## src/rtl/hs32_regfile.sv

```systemverilog
// Two-bank register file (user + shadow) with a post-reset clear sweep and
// same-cycle write-through bypass on both read ports.
module hs32_regfile #(
  parameter int NREGS        = 16,
  parameter int WIDTH        = 32,
  parameter int CLR_ON_RESET = 1,
  localparam int AW          = $clog2(NREGS)
) (
  input  logic             clk,
  input  logic             reset,
  input  logic             bank_i,
  input  logic [AW-1:0]    wp_addr_i,
  input  logic [WIDTH-1:0] wp_data_i,
  input  logic             wp_we1_i,
  input  logic             wp_we2_i,
  input  logic [AW-1:0]    rp1_addr_i,
  output logic [WIDTH-1:0] rp1_data_o,
  input  logic [AW-1:0]    rp2_addr_i,
  output logic [WIDTH-1:0] rp2_data_o,
  output logic             ready_o
);

  localparam logic [AW-1:0] LAST = AW'(NREGS - 1);

  typedef enum logic {CLEAR, READY} state_t;

  state_t           state;
  logic [AW-1:0]    clr_cnt;
  logic [WIDTH-1:0] bank0 [NREGS];
  logic [WIDTH-1:0] bank1 [NREGS];
  logic             sel_we;

  always_ff @(posedge clk or negedge reset) begin
    if (!reset) begin
      state   <= (CLR_ON_RESET != 0) ? CLEAR : READY;
      clr_cnt <= '0;
      ready_o <= 1'b0;
    end else begin
      case (state)
        CLEAR: begin
          clr_cnt <= clr_cnt + 1'b1;
          if (clr_cnt == LAST) begin
            state   <= READY;
            ready_o <= 1'b1;
          end
        end
        READY: ready_o <= 1'b1;
        default: state <= CLEAR;
      endcase
    end
  end

  // Storage carries no reset; the sweep owns the write port until READY.
  always_ff @(posedge clk) begin
    if (state == CLEAR) begin
      bank0[clr_cnt] <= '0;
      bank1[clr_cnt] <= '0;
    end else begin
      if (wp_we1_i) bank0[wp_addr_i] <= wp_data_i;
      if (wp_we2_i) bank1[wp_addr_i] <= wp_data_i;
    end
  end

  // Only a write into the bank being read may bypass.
  assign sel_we = bank_i ? wp_we2_i : wp_we1_i;

  always_comb begin
    rp1_data_o = '0;
    rp2_data_o = '0;
    if (state == READY) begin
      if (sel_we && (rp1_addr_i == wp_addr_i))
        rp1_data_o = wp_data_i;
      else
        rp1_data_o = bank_i ? bank1[rp1_addr_i] : bank0[rp1_addr_i];
      if (sel_we && (rp2_addr_i == wp_addr_i))
        rp2_data_o = wp_data_i;
      else
        rp2_data_o = bank_i ? bank1[rp2_addr_i] : bank0[rp2_addr_i];
    end
  end

endmodule
```

## config.mk

```make
export PLATFORM = sky130hd
export DESIGN_NAME = hs32_regfile
export DESIGN_NICKNAME = d
export VERILOG_FILES = /design/src/rtl/hs32_regfile.sv
export SDC_FILE = /design/constraint.sdc
export NUM_CORES = 1
export LEC_CHECK = 0
export CORE_ASPECT_RATIO = 0.75
export CORE_UTILIZATION = 55
export DETAILED_ROUTE_END_ITERATION = 12
export PLACE_DENSITY = 0.7
export SYNTH_ARGS = -nofsm -noshare
export SYNTH_HDL_FRONTEND = slang
export SYNTH_SLANG_ARGS = --single-unit
export TNS_END_PERCENT = 10
```

## constraint.sdc

```tcl
create_clock -name clk -period 3.35 [get_ports clk]
set_input_delay 0.335 -clock clk [delete_from_list [all_inputs] [get_ports clk]]
set_output_delay 0.335 -clock clk [all_outputs]
set_load 0.03 [all_outputs]
```

==> flow_summary.json, run 1 <==
{
  "grt_use_total_pct": 36.2,
  "synth_compound_area_share_pct": 7.63,
  "viasPerCell": 7.53,
  "layout_commonest_cell": "edfxtp_1",
  "fin_crit_ns": 3.42,
  "crit_type": "flop to primary output",
  "drt_iter0_markers": 5139,
  "io_pins": 114,
  "status": "finished, violations left",
  "dieArea_um2": 91600,
  "max_cap_violations": 0,
  "r2r-end": "bank1[7][15]$_DFFE_PP_",
  "rows": 95,
  "drc": 0,
  "power_density_nw_per_um2": 502,
  "synth_edf_count": 1024,
  "cellLeakagePower_nw": 20.3,
  "synthMuxAreaShare_pct": 24.2,
  "cts_buffers": 99,
  "syn_nets": 2880,
  "crit_path_top_delay_cell": "dfrtp_4",
  "syn_area_per_cell_um2": 17.6,
  "grt_max_degree": 80,
  "start_util_pct": 55.5,
  "setup_viol": 1,
  "cts_sinks": 1030,
  "cts_tree": "done",
  "maxSlewViolCount": 0,
  "drive_gt1_share_pct": 27.7,
  "synth_top_family_by_area": "multiplexers",
  "hp-class": "input port to asynchronous set/reset pin",
  "cp_top_family": "buffers and inverters",
  "worstPathRequired_ns": 3.01,
  "ys_warn_count": 0,
  "ys_seq_area_share_pct": 62.2,
  "num_vias": 32289,
  "synth_seq_cells": 1030,
  "root_buffer": "clkbuf_16",
  "finalClockSkew_ns": 0.0292,
  "crit_path_start_kind": "flop",
  "critPathArrivalTime_ns": 3.08,
  "wirelength_mm": 165,
  "antenna_found_initial": 3,
  "cts.reportedPaths.clkPinSlew_ns": 0.06,
  "fin_area_um2": 57100,
  "hold_viol_final": 0,
  "clock_path_buffers": 3,
  "fmax_mhz": 293,
  "grt_overflow_total": 0,
  "dp.cells": 4102,
  "synth_xor_area_share_pct": 0.194,
  "peakVddDrop_mv": 0.506,
  "syn2layout_area_growth_pct": 14.9,
  "wire_per_inst_um": 38.4,
  "die_h_um": 262,
  "rsz0062_at_grt": "true",
  "violations": "setup timing",
  "final_cell_mix": "edfxtp_1 (1024), mux4_2 (377), mux2i_1 (349)",
  "core_area_um2": 89500,
  "final_cells": 4290,
  "io_buffers": 113,
  "setup_slack_ns": -0.0657,
  "rr_startpoint": "state$_DFF_PN0_",
  "place_congestion": 0.886,
  "hold_ws_ns": 0.420,
  "critPathMaxFanout": 22,
  "slew-limit-headroom_pct": 13.1,
  "path_cells": "inv_1 -> nor3_4 -> buf_4 -> a221o_1 -> buf_12",
  "worst_pin_slew_ns": 1.30,
  "endpoint_kind": "primary output",
  "yosys.area_share.simple_pct": 2.81,
  "grt_pass1_wl_mm": 234,
  "r2r_cells": 5,
  "worst-path-buf-inv": 3,
  "grt_pass1_vias": 32177,
  "async_flop_share_pct": 0.583,
  "slowest_delay_ns": 0.59,
  "dp_hpwl_mm": 95.2,
  "r2r_slack_ns": 0.60,
  "syn_area_um2": 49700,
  "ant_nets": 0,
  "ys_types": 59,
  "cts-htree-levels": 3,
  "firstDrtPassIters": 6,
  "clock_latency_ns": 0.69,
  "synth-main-ff-cell": "edfxtp_1",
  "min_period_over_period_pct": 102,
  "placed_area_um2": 53900,
  "synthAdderAreaFrac_pct": 0.0252,
  "post_cts_buffers": 0,
  "die_x_um": 349,
  "synthCells": 2830,
  "nets": 3042
}
-- area by class of cell --
cell class	instances	area, um2
fillers	6115	32400
multi-input cells	1537	17600
diodes	1	2.50
clock inverters	63	544
repair buffers	314	3800
clock buffers	123	2650
well taps	1212	1520
flip-flops and latches	1030	30900
inverters	10	41.3
-- state kept, by name, summed over array words and instances (netlist names) --
signal   count
bank0      512
bank1      512
clr_cnt      4
ready_o      1
state        1
-- synthesized netlist by cell type, types with 3 or more instances --
| cell type | instances | share of area (%) |
|---|---|---|
| buf_8 | 3 | 0.091 |
| nor2_1 | 106 | 0.80 |
| mux4_2 | 377 | 17 |
| xnor2_1 | 11 | 0.19 |
| a221oi_2 | 9 | 0.27 |
| a211o_1 | 10 | 0.18 |
| a22oi_1 | 25 | 0.38 |
| buf_2 | 42 | 0.42 |
| nand2b_1 | 8 | 0.10 |
| and3_1 | 77 | 0.97 |
| o21ai_1 | 51 | 0.51 |
| a22o_1 | 5 | 0.088 |
| a221o_1 | 63 | 1.3 |
| nor3_1 | 20 | 0.20 |
| a31oi_1 | 25 | 0.31 |
| a21oi_1 | 70 | 0.70 |
| or2_1 | 3 | 0.038 |
| and2_1 | 5 | 0.063 |
| o21ai_0 | 70 | 0.70 |
| nand3_1 | 18 | 0.18 |
| a211oi_1 | 10 | 0.15 |
| nor2b_1 | 5 | 0.063 |
| mux2i_1 | 349 | 7.0 |
| a32oi_1 | 22 | 0.39 |
| dfrtp_1 | 6 | 0.30 |
| edfxtp_1 | 1024 | 62 |
| inv_1 | 8 | 0.060 |
| buf_1 | 6 | 0.045 |
| nand4_1 | 4 | 0.050 |
| a41oi_1 | 13 | 0.23 |
| o22ai_1 | 6 | 0.076 |
| o211ai_1 | 4 | 0.060 |
| o31ai_1 | 7 | 0.11 |
| clkbuf_1 | 137 | 1.0 |
| o21ba_1 | 3 | 0.060 |
| a2111oi_0 | 3 | 0.053 |
| a221oi_1 | 104 | 1.8 |
| buf_4 | 23 | 0.35 |
| o211a_1 | 3 | 0.060 |
| nand2_1 | 30 | 0.23 |
| a311o_1 | 3 | 0.060 |
| buf_6 | 38 | 0.86 |
-- cells by family after synthesis --
logic type | after synthesis
AOI/OAI and AO/OA | 513
xor gates and xnor gates | 11
adders and majority gates | 1
buffers and inverters | 263
DFF | 1030
muxes | 728
and+or+nand+nor | 284
-- metrics by stage --
stage / setup slack [ns] / util [%] / power [mW] / TNS [ns]
3_3_place_gp: 0.0461 / 60.2 / 17.7 / 0
5_1_grt: -0.0291 / 63.8 / 29.3 / -0.0291
6_report: -0.0657 / 63.8 / 28.7 / -0.0657
4_1_cts: 0.0627 / 63.8 / 28.6 / 0
3_5_place_dp: 0.116 / 60.2 / 17.7 / 0
2_1_floorplan: 0.409 / - / 16.4 / 0
-- where the power goes --
group	leakage (nW)	switching, mW	internal (mW)
clock	1.54	4.91	6.24
sequential	10.6	0.0134	14.2
combinational	8.20	1.98	1.30
total	20.3	6.90	21.8
-- routing by layer --
metal,part of all wire [%],vias to the layer above,global-route usage [%]
met1,35,16462,49.6
met2,45,2769,54.5
met5,0.012,-,0
met4,5.7,2,17.1
li1,-,12456,-
met3,15,600,9.82
-- how the worst max path moves through the flow --
stage / start / cells after the start / to / slack [ns]
floorplan: state$_DFF_PN0_ / 5 / bank0[15][0]$_DFFE_PP_ / 0.41
global placement: wp_addr_i[2] / 8 / rp1_data_o[5] / 0.05
detailed placement: wp_addr_i[0] / 8 / rp1_data_o[5] / 0.12
CTS: state$_DFF_PN0_ / 5 / rp1_data_o[10] / 0.06
global route: state$_DFF_PN0_ / 5 / rp1_data_o[10] / -0.03
finish: state$_DFF_PN0_ / 5 / rp1_data_o[10] / -0.07
-- repair_timing --
item,4_1_cts,5_1_grt
endpoints found under the hold margin,6,0
hold buffers,1,0
setup endpoints to repair,9,3
gates resized for setup,2,2
(Power assumes the default switching activity.)
==> run 2: changes to the inputs <==
- CORE_UTILIZATION: 55 -> 42
- PLACE_DENSITY: 0.7 -> 0.56
==> run 2 against run 1 <==
The run now ends clean. Fmax increased by 5.3%. Utilization is 14 points lower. Routed wire length rose by 6.5%. Count of clock-buffer cells in the layout is 5 lower. Final area increased by 1.1%. Sequential power hardly changed. Power grew 0.37%. Largest power group unchanged. Via count down 2.1%. Die area grew 31%. Clock power about the same.
==> flow_summary.json, run 2 (synthesis gave the netlist of run 1 again) <==
{
  "slew-limit-headroom_pct": 17.2,
  "root_buffer": "clkbuf_16",
  "drt_iter0_markers": 4149,
  "power.switching_mw": 7.02,
  "fin_area_um2": 57700,
  "holdPathStages": 2,
  "crit_path_start": "state$_DFF_PN0_",
  "max_cap_violations": 0,
  "grt_pass1_vias": 31748,
  "clock_latency_ns": 0.72,
  "worst_pin_slew_ns": 1.23,
  "fin_crit_ns": 3.24,
  "core_area_um2": 116000,
  "wire_per_inst_um": 37.6,
  "r2r_cells": 5,
  "rsz0062_at_grt": "false",
  "drive_gt1_share_pct": 29.0,
  "die_x_um": 399,
  "place_congestion": 0.854,
  "hold_start": "wp_we2_i",
  "finalSetupTns_ns": 0,
  "cts_sinks": 1030,
  "p_int_mw": 21.8,
  "drc": 0,
  "seq_power_share_pct": 49.5,
  "crit_path_start_kind": "flop",
  "placed_area_um2": 54500,
  "cts_tree": "done",
  "worstPathRequired_ns": 3.01,
  "cellLeakagePower_nw": 20.6,
  "cts.reportedPaths.clkPinSlew_ns": 0.06,
  "worst_path_most_repeated_cell": "buf_12",
  "grt_overflow_total": 0,
  "crit_type": "flop to primary output",
  "finalClockSkew_ns": 0.0286,
  "p_sw_share_pct": 24.4,
  "critPathArrivalTime_ns": 2.91,
  "ant_nets": 0,
  "antenna_found_initial": 5,
  "layout_commonest_cell": "edfxtp_1",
  "critPathMaxFanout": 16,
  "grt_pass1_wl_mm": 246,
  "cts-htree-levels": 3,
  "fmax_mhz": 308,
  "firstDrtPassIters": 5,
  "viasPerCell": 6.78,
  "combPwrFrac_pct": 11.5,
  "crit_path_top_delay_cell": "dfrtp_4",
  "syn2layout_area_growth_pct": 16.1,
  "power_density_nw_per_um2": 499,
  "min_period_over_period_pct": 96.9,
  "final_cell_mix": "edfxtp_1 (1024), mux4_2 (377), mux2i_1 (349)",
  "io_pins": 114,
  "fillers": 9561,
  "die_h_um": 300,
  "cts_buffers": 101,
  "grt_use_total_pct": 29.5,
  "io_buffers": 113,
  "rr_startpoint": "state$_DFF_PN0_",
  "start_util_pct": 42.7,
  "hold_viol_final": 0,
  "setup_viol": 0,
  "clock_path_buffers": 3,
  "worst-path-buf-inv": 3,
  "path_depth": 5,
  "reg_top3": "bank0: 512 flops, bank1: 512 flops, clr_cnt: 4 flops",
  "dp_hpwl_mm": 105,
  "num_vias": 31621,
  "hp-class": "input port to flop",
  "nets": 3093,
  "rows": 108,
  "slowest_delay_ns": 0.64,
  "grt_max_degree": 78,
  "dieArea_um2": 120000,
  "wirelength_mm": 176,
  "endpoint_kind": "primary output",
  "clkPwrFrac_pct": 39.0,
  "status": "finished clean",
  "maxSlewViolCount": 0,
  "cp_top_family": "compound AO/OA/AOI/OAI gates",
  "peakVddDrop_mv": 0.369,
  "path_cells": "clkinvlp_4 -> buf_12 -> a2111oi_0 -> a311o_2 -> buf_12"
}
## run 2: cell types whose count changed in the layout (fill, tap and decap cells not counted), sizes merged
cell	previous run	this run
dlygate4sd2	1	0
inv	10	12
clkinvlp	8	5
clkinv	47	49
clkbuf	125	120
clkdlybuf4s50	40	38
buf	270	322
## run 2: layout make-up
cell class / count / area (um2) / area share, %
diodes: 1 / 2.50 / 0.00434
inverters: 10 / 46.3 / 0.0802
flip-flops and latches: 1030 / 30900 / 53.5
clock buffers: 118 / 2630 / 4.56
multi-input cells: 1537 / 17600 / 30.5
clock inverters: 64 / 531 / 0.919
repair buffers: 363 / 4040 / 7.01
well taps: 1540 / 1930 / 3.34
## run 2: per-layer routing
layer	track usage, %	vias to the layer above	share of wire [%]
li1	-	12552	-
met1	40.9	16630	39
met2	45.0	2040	46
met3	6.95	395	11
met4	11.5	4	4.3
met5	0	-	0.016
## run 2: what timing repair did
action / in CTS / in global routing
setup endpoints to repair: 10 / 4
buffers inserted: 3 / 1
gates resized for setup: 4 / 0
hold endpoints to repair: 6 / 0
hold buffers: 1 / 0
## run 2: path summary, 6_finish.rpt
path | slack [ns] | end
min in group asynchronous | 0.47 | ready_o$_DFFE_PN0P_
min reg2reg | 0.48 | ready_o$_DFFE_PN0P_
min | 0.43 | bank1[9][7]$_DFFE_PP_
max | 0.11 | rp2_data_o[24]
max reg2reg | 0.42 | bank1[2][8]$_DFFE_PP_
max in group asynchronous | 2.60 | state$_DFF_PN0_
## run 2: power groups by stage
stage / Combinational [mW] / Clock [mW] / Sequential [mW]
final: 3.31 / 11.2 / 14.2
after global routing: 3.44 / 11.8 / 14.2
after CTS: 3.30 / 11.3 / 14.2
after detailed placement: 3.29 / 0 / 14.5
after global placement: 3.26 / 0 / 14.5
after floorplan: 1.83 / 0 / 14.5
## run 2: per-stage QoR
stage | setup WS [ns] | hold WS [ns] | utilization, % | power (mW) | instances
after floorplan | 0.409 | 0.0394 | - | 16.4 | 2830
after global placement | 0.126 | 0.467 | 46.8 | 17.8 | 4475
after detailed placement | 0.180 | 0.470 | 46.8 | 17.8 | 4475
after CTS | 0.0361 | 0.393 | 49.5 | 28.9 | 4661
after global routing | 0.0575 | 0.448 | 49.6 | 29.5 | 4663
final | 0.105 | 0.432 | 49.6 | 28.8 | 4663
